===== src/rtl/hazard_fwd_ctrl.sv =====
// Hazard/forwarding controller for a 5-stage pipeline using Tuse/Tnew tracking.
// Optional HAZARD_STATS_EN adds a saturating stall_cnt output.
module hazard_fwd_ctrl #(
  parameter int unsigned RA_W = 5,
  parameter int unsigned T_W  = 2
) (
  input  logic            clk,
  input  logic            reset,
  input  logic [RA_W-1:0] rs_D,
  input  logic [RA_W-1:0] rt_D,
  input  logic            use_rs_D,
  input  logic            use_rt_D,
  input  logic [T_W-1:0]  Tuse_rs_D,
  input  logic [T_W-1:0]  Tuse_rt_D,
  input  logic [RA_W-1:0] A3_D,
  input  logic [T_W-1:0]  Tnew_D,
  output logic            stall,
  output logic [1:0]      MF_CMPA_Sel,
  output logic [1:0]      MF_CMPB_Sel,
  output logic [1:0]      MF_ALUA_Sel,
  output logic [1:0]      MF_ALUB_Sel,
  output logic            MF_DM_Sel
`ifdef HAZARD_STATS_EN
  ,
  output logic [31:0]     stall_cnt
`endif
);

  localparam logic [1:0] SelM  = 2'b10;
  localparam logic [1:0] SelW  = 2'b01;
  localparam logic [1:0] SelRf = 2'b00;

  logic [RA_W-1:0] rs_e_q, rt_e_q, a3_e_q;
  logic [T_W-1:0]  tnew_e_q;
  logic [RA_W-1:0] rt_m_q, a3_m_q;
  logic [T_W-1:0]  tnew_m_q;
  logic [RA_W-1:0] a3_w_q;

  logic [RA_W-1:0] rs_e_d, rt_e_d, a3_e_d;
  logic [T_W-1:0]  tnew_e_d, tnew_m_d;
  logic            stall_rs, stall_rt;

  function automatic logic hazard(input logic            used,
                                  input logic [RA_W-1:0] r,
                                  input logic [T_W-1:0]  tuse,
                                  input logic [RA_W-1:0] a3_e,
                                  input logic [T_W-1:0]  tnew_e,
                                  input logic [RA_W-1:0] a3_m,
                                  input logic [T_W-1:0]  tnew_m);
    return used && (r != '0) &&
           (((a3_e == r) && (tnew_e > tuse)) || ((a3_m == r) && (tnew_m > tuse)));
  endfunction

  // The M-stage producer wins over W so the youngest value is used.
  function automatic logic [1:0] fwd_sel(input logic [RA_W-1:0] r,
                                         input logic [RA_W-1:0] a3_m,
                                         input logic [T_W-1:0]  tnew_m,
                                         input logic [RA_W-1:0] a3_w);
    if (r == '0)                          return SelRf;
    else if (a3_m == r && tnew_m == '0)   return SelM;
    else if (a3_w == r)                   return SelW;
    else                                  return SelRf;
  endfunction

  always_comb begin
    stall_rs    = hazard(use_rs_D, rs_D, Tuse_rs_D, a3_e_q, tnew_e_q, a3_m_q, tnew_m_q);
    stall_rt    = hazard(use_rt_D, rt_D, Tuse_rt_D, a3_e_q, tnew_e_q, a3_m_q, tnew_m_q);
    stall       = stall_rs | stall_rt;
    MF_CMPA_Sel = fwd_sel(rs_D, a3_m_q, tnew_m_q, a3_w_q);
    MF_CMPB_Sel = fwd_sel(rt_D, a3_m_q, tnew_m_q, a3_w_q);
    MF_ALUA_Sel = fwd_sel(rs_e_q, a3_m_q, tnew_m_q, a3_w_q);
    MF_ALUB_Sel = fwd_sel(rt_e_q, a3_m_q, tnew_m_q, a3_w_q);
    MF_DM_Sel   = (rt_m_q != '0) && (a3_w_q == rt_m_q);
  end

  always_comb begin
    rs_e_d   = rs_D;
    rt_e_d   = rt_D;
    a3_e_d   = A3_D;
    tnew_e_d = Tnew_D;
    if (stall) begin
      rs_e_d   = '0;
      rt_e_d   = '0;
      a3_e_d   = '0;
      tnew_e_d = '0;
    end
    tnew_m_d = (tnew_e_q == '0) ? '0 : tnew_e_q - T_W'(1);
  end

  always_ff @(posedge clk or posedge reset) begin
    if (reset) begin
      rs_e_q   <= '0;
      rt_e_q   <= '0;
      a3_e_q   <= '0;
      tnew_e_q <= '0;
      rt_m_q   <= '0;
      a3_m_q   <= '0;
      tnew_m_q <= '0;
      a3_w_q   <= '0;
    end else begin
      rs_e_q   <= rs_e_d;
      rt_e_q   <= rt_e_d;
      a3_e_q   <= a3_e_d;
      tnew_e_q <= tnew_e_d;
      rt_m_q   <= rt_e_q;
      a3_m_q   <= a3_e_q;
      tnew_m_q <= tnew_m_d;
      a3_w_q   <= a3_m_q;
    end
  end

`ifdef HAZARD_STATS_EN
  logic [31:0] stall_cnt_q, stall_cnt_d;

  always_comb begin
    stall_cnt_d = stall_cnt_q;
    if (stall && stall_cnt_q != 32'hFFFF_FFFF) stall_cnt_d = stall_cnt_q + 32'd1;
  end

  always_ff @(posedge clk or posedge reset) begin
    if (reset) stall_cnt_q <= '0;
    else       stall_cnt_q <= stall_cnt_d;
  end

  assign stall_cnt = stall_cnt_q;
`endif

endmodule


===== config.mk =====
export PLATFORM = sky130hd
export DESIGN_NAME = hazard_fwd_ctrl
export DESIGN_NICKNAME = d
export VERILOG_FILES = /design/src/rtl/hazard_fwd_ctrl.sv
export SDC_FILE = /design/constraint.sdc
export NUM_CORES = 1
export LEC_CHECK = 0
export BUFFER_PORTS_ARGS = -buffer_cell sky130_fd_sc_hd__buf_2
export CELL_PAD_IN_SITES_DETAIL_PLACEMENT = 0
export CELL_PAD_IN_SITES_GLOBAL_PLACEMENT = 1
export CORE_UTILIZATION = 47
export DETAILED_ROUTE_END_ITERATION = 12
export GPL_TIMING_DRIVEN = 0
export PLACE_DENSITY = 0.87
export SYNTH_ARGS = -nofsm -noshare
export SYNTH_HDL_FRONTEND = slang
export SYNTH_SLANG_ARGS = --single-unit

===== constraint.sdc =====
create_clock -name clk -period 3.2 [get_ports clk]
set_input_delay 0.16 -clock clk [delete_from_list [all_inputs] [get_ports clk]]
set_output_delay 0.16 -clock clk [all_outputs]
set_load 0.02 [all_outputs]

==> impl_metrics.json <==
{
  "synth.area.top_cells": "dfrtp_1, xnor2_1, xor2_1, a211oi_2, ha_1",
  "outcome": "complete, no violations",
  "synthToLayoutAreaGrowth_pct": 16.2,
  "yosys_warnings": 0,
  "dieArea_um2": 4780,
  "regArea_um2": 851,
  "final.min_clock_period_ps": 2510,
  "path_class": "reg -> out",
  "netlist_area_um2": 2120,
  "num-nets-final": 285,
  "fmax_mhz": 398,
  "rsz0062_at_grt": "no",
  "endpoint_kind": "output port",
  "finalHoldViolCount": 0,
  "drc": 0,
  "cts_tree": "done",
  "cts_num_sinks": 34,
  "ant_nets": 0,
  "worst_path_largest_cell_delay_ps": 420,
  "dominantRegCellSynth": "dfrtp_1",
  "io_buffers": 31,
  "wire_per_inst_um": 15.2,
  "leakage_nw": 1.11,
  "slew_violations": 0,
  "grt_start_max_net_pins": 35,
  "numCtsBuffers": 5,
  "required_ps": 3040,
  "crit_family": "buffers and inverters",
  "crit_buf_inv": 3,
  "clkTransAtPathRegs_ps": 70,
  "wirelength_um": 4630,
  "tightest_slew_ps": 644,
  "power_density_nw_per_um2": 408,
  "fin_hold_ws_ps": 84.6,
  "irDropWorstVdd_mv": 0.204,
  "pin_count": 35,
  "final_area_um2": 2460,
  "filler_cell_count": 406,
  "route.vias.total": 1617,
  "synthArstFlopShare_pct": 100,
  "synth_top_cell_by_area": "dfrtp_1",
  "setup_ws_ps": 689,
  "ys_types": 36,
  "synth.yosys.seq_area_share_pct": 40.1,
  "path_cells": "ha_1, nand2_1, nand4_1, nor4_1, o21a_1, buf_2, buf_4, a21o_2, buf_2",
  "hold_path_class": "in -> reg",
  "setup_violations": 0,
  "cts_hold_buffers": 0,
  "cpMaxStageDelayCell": "dfrtp_1",
  "htreeDepth": 2,
  "insertion_delay_ps": 290,
  "hpwlAfterDp_um": 3480,
  "multi_input_area_um2": 1100,
  "slew_headroom_pct": 57.1,
  "grtUsageTotal_pct": 21.2,
  "fin_setup_tns_ps": 0,
  "r2r_slack_ps": 1180,
  "drive_gt1_share_pct": 22.5,
  "post_cts_buffers": 0,
  "start_util_pct": 48.7,
  "cp-start-kind": "register",
  "globalRoute.totalOverflow": 0,
  "period_share_pct": 78.5,
  "num_rows": 24,
  "syn_inst": 212,
  "cp.arrival_ps": 2350,
  "grt_pass1_wl_um": 7750,
  "drt_iter0_drc": 46,
  "ys_seq_elements": 34,
  "cap_violations": 0,
  "die_y_um": 69.2,
  "synth_nets": 245,
  "viasPerCell": 5.30,
  "die_width_um": 69.2,
  "synth-edff-count": 0,
  "layout_commonest_cell": "dfrtp_1",
  "dp_slack_ps": 976,
  "final.setup_skew_ps": 9.89,
  "cts-root-buf": "clkbuf_8",
  "drtPass1Iterations": 4,
  "final_util_pct": 56.6,
  "cts_buffer_depth": 2,
  "gp_congestion": 0.805,
  "grt_pass1_vias": 1582,
  "diodes": 0,
  "crit_top_cell": "buf_2",
  "ctsResizeCount": 0,
  "final_cell_mix": "dfrtp_1, xnor2_1, buf_2, inv_1, xor2_1",
  "coreArea_um2": 4350,
  "synth_top_area_share_pct": 40.1,
  "worstPathMaxFanout": 10,
  "antenna_found_initial": 0,
  "placedInstanceArea_um2": 2340,
  "synth.avg_cell_area_um2": 10.0
}
==> kinds of logic (layout without fill, tap and decap cells) <==
logic type / Yosys count / in the layout / share of synthesized area (%)
and+or+nand+nor: 51 / 51 / 13.5
AOI/OAI and AO/OA: 31 / 31 / 12.4
xor gates and xnor gates: 52 / 52 / 21.5
buffers and inverters: 36 / 77 / 7.79
adders and majority gates: 8 / 8 / 4.72
DFF: 34 / 34 / 40.1
==> per-layer routing <==
metal	vias to the layer above	GRT usage (%)	wire length (um)
met2	39	34.2	2140
met4	0	5.44	55
li1	793	-	-
met3	10	4.82	174
met1	775	28.6	2260
met5	-	0	0
==> flip-flops by register name (all words and copies together) (netlist names) <==
register and flops:
a3_e_q 5, rt_m_q 5, rt_e_q 5, rs_e_q 5
tnew_m_q 2, a3_w_q 5, a3_m_q 5, tnew_e_q 2
==> through the flow <==
step                total power [mW]  instances
floorplan                      0.640        212
global placement               0.696        295
detailed placement             0.703        295
CTS                             1.01        303
global route                    1.06        305
finish                          1.01        305
==> final timing paths <==
path / start / endpoint / depth (start not counted)
min in group asynchronous: reset / rs_e_q[3] / 3
max in group asynchronous: reset / rs_e_q[4] / 4
max: tnew_e_q[1] / stall / 9
min: A3_D[4] / a3_e_q[4] / 3
max reg2reg: tnew_e_q[1] / a3_e_q[1] / 8
min reg2reg: a3_e_q[0] / a3_m_q[0] / 0
==> worst min-delay path: cells and delay by family <==
| kind | cells | cell delay (ps) |
|---|---|---|
| AO/OA/AOI/OAI | 1 | 40 |
| buffers and inverters | 2 | 140 |
==> cells in the mapped netlist, types with 2 or more instances <==
| master | n |
|---|---|
| nor2_1 | 6 |
| dfrtp_1 | 34 |
| nor3b_1 | 3 |
| xnor2_1 | 32 |
| nor2b_1 | 2 |
| inv_1 | 23 |
| a211oi_1 | 4 |
| nand2_1 | 4 |
| xor2_1 | 20 |
| a211oi_2 | 9 |
| or3_1 | 2 |
| nor4_1 | 5 |
| nand4_1 | 5 |
| a21oi_1 | 13 |
| ha_1 | 8 |
| clkbuf_1 | 7 |
| nand3_1 | 8 |
| nor3_1 | 9 |
==> power by group <==
group	internal (mW)	leakage, nW	switching (mW)	total (mW)
clock	0.153	0.0452	0.154	0.308
sequential	0.458	0.400	0.0342	0.492
combinational	0.0986	0.660	0.107	0.206
total	0.710	1.11	0.296	1.01
==> layout make-up <==
cell class	instances	share of cell area [%]
multi-input cells	142	44.8
flip-flops and latches	34	34.5
repair buffers	33	7.82
inverters	23	3.50
plain buffers	13	3.20
clock buffers	6	2.95
well taps	52	2.64
clock inverters	2	0.559
Power figures use the tool's default switching activity.
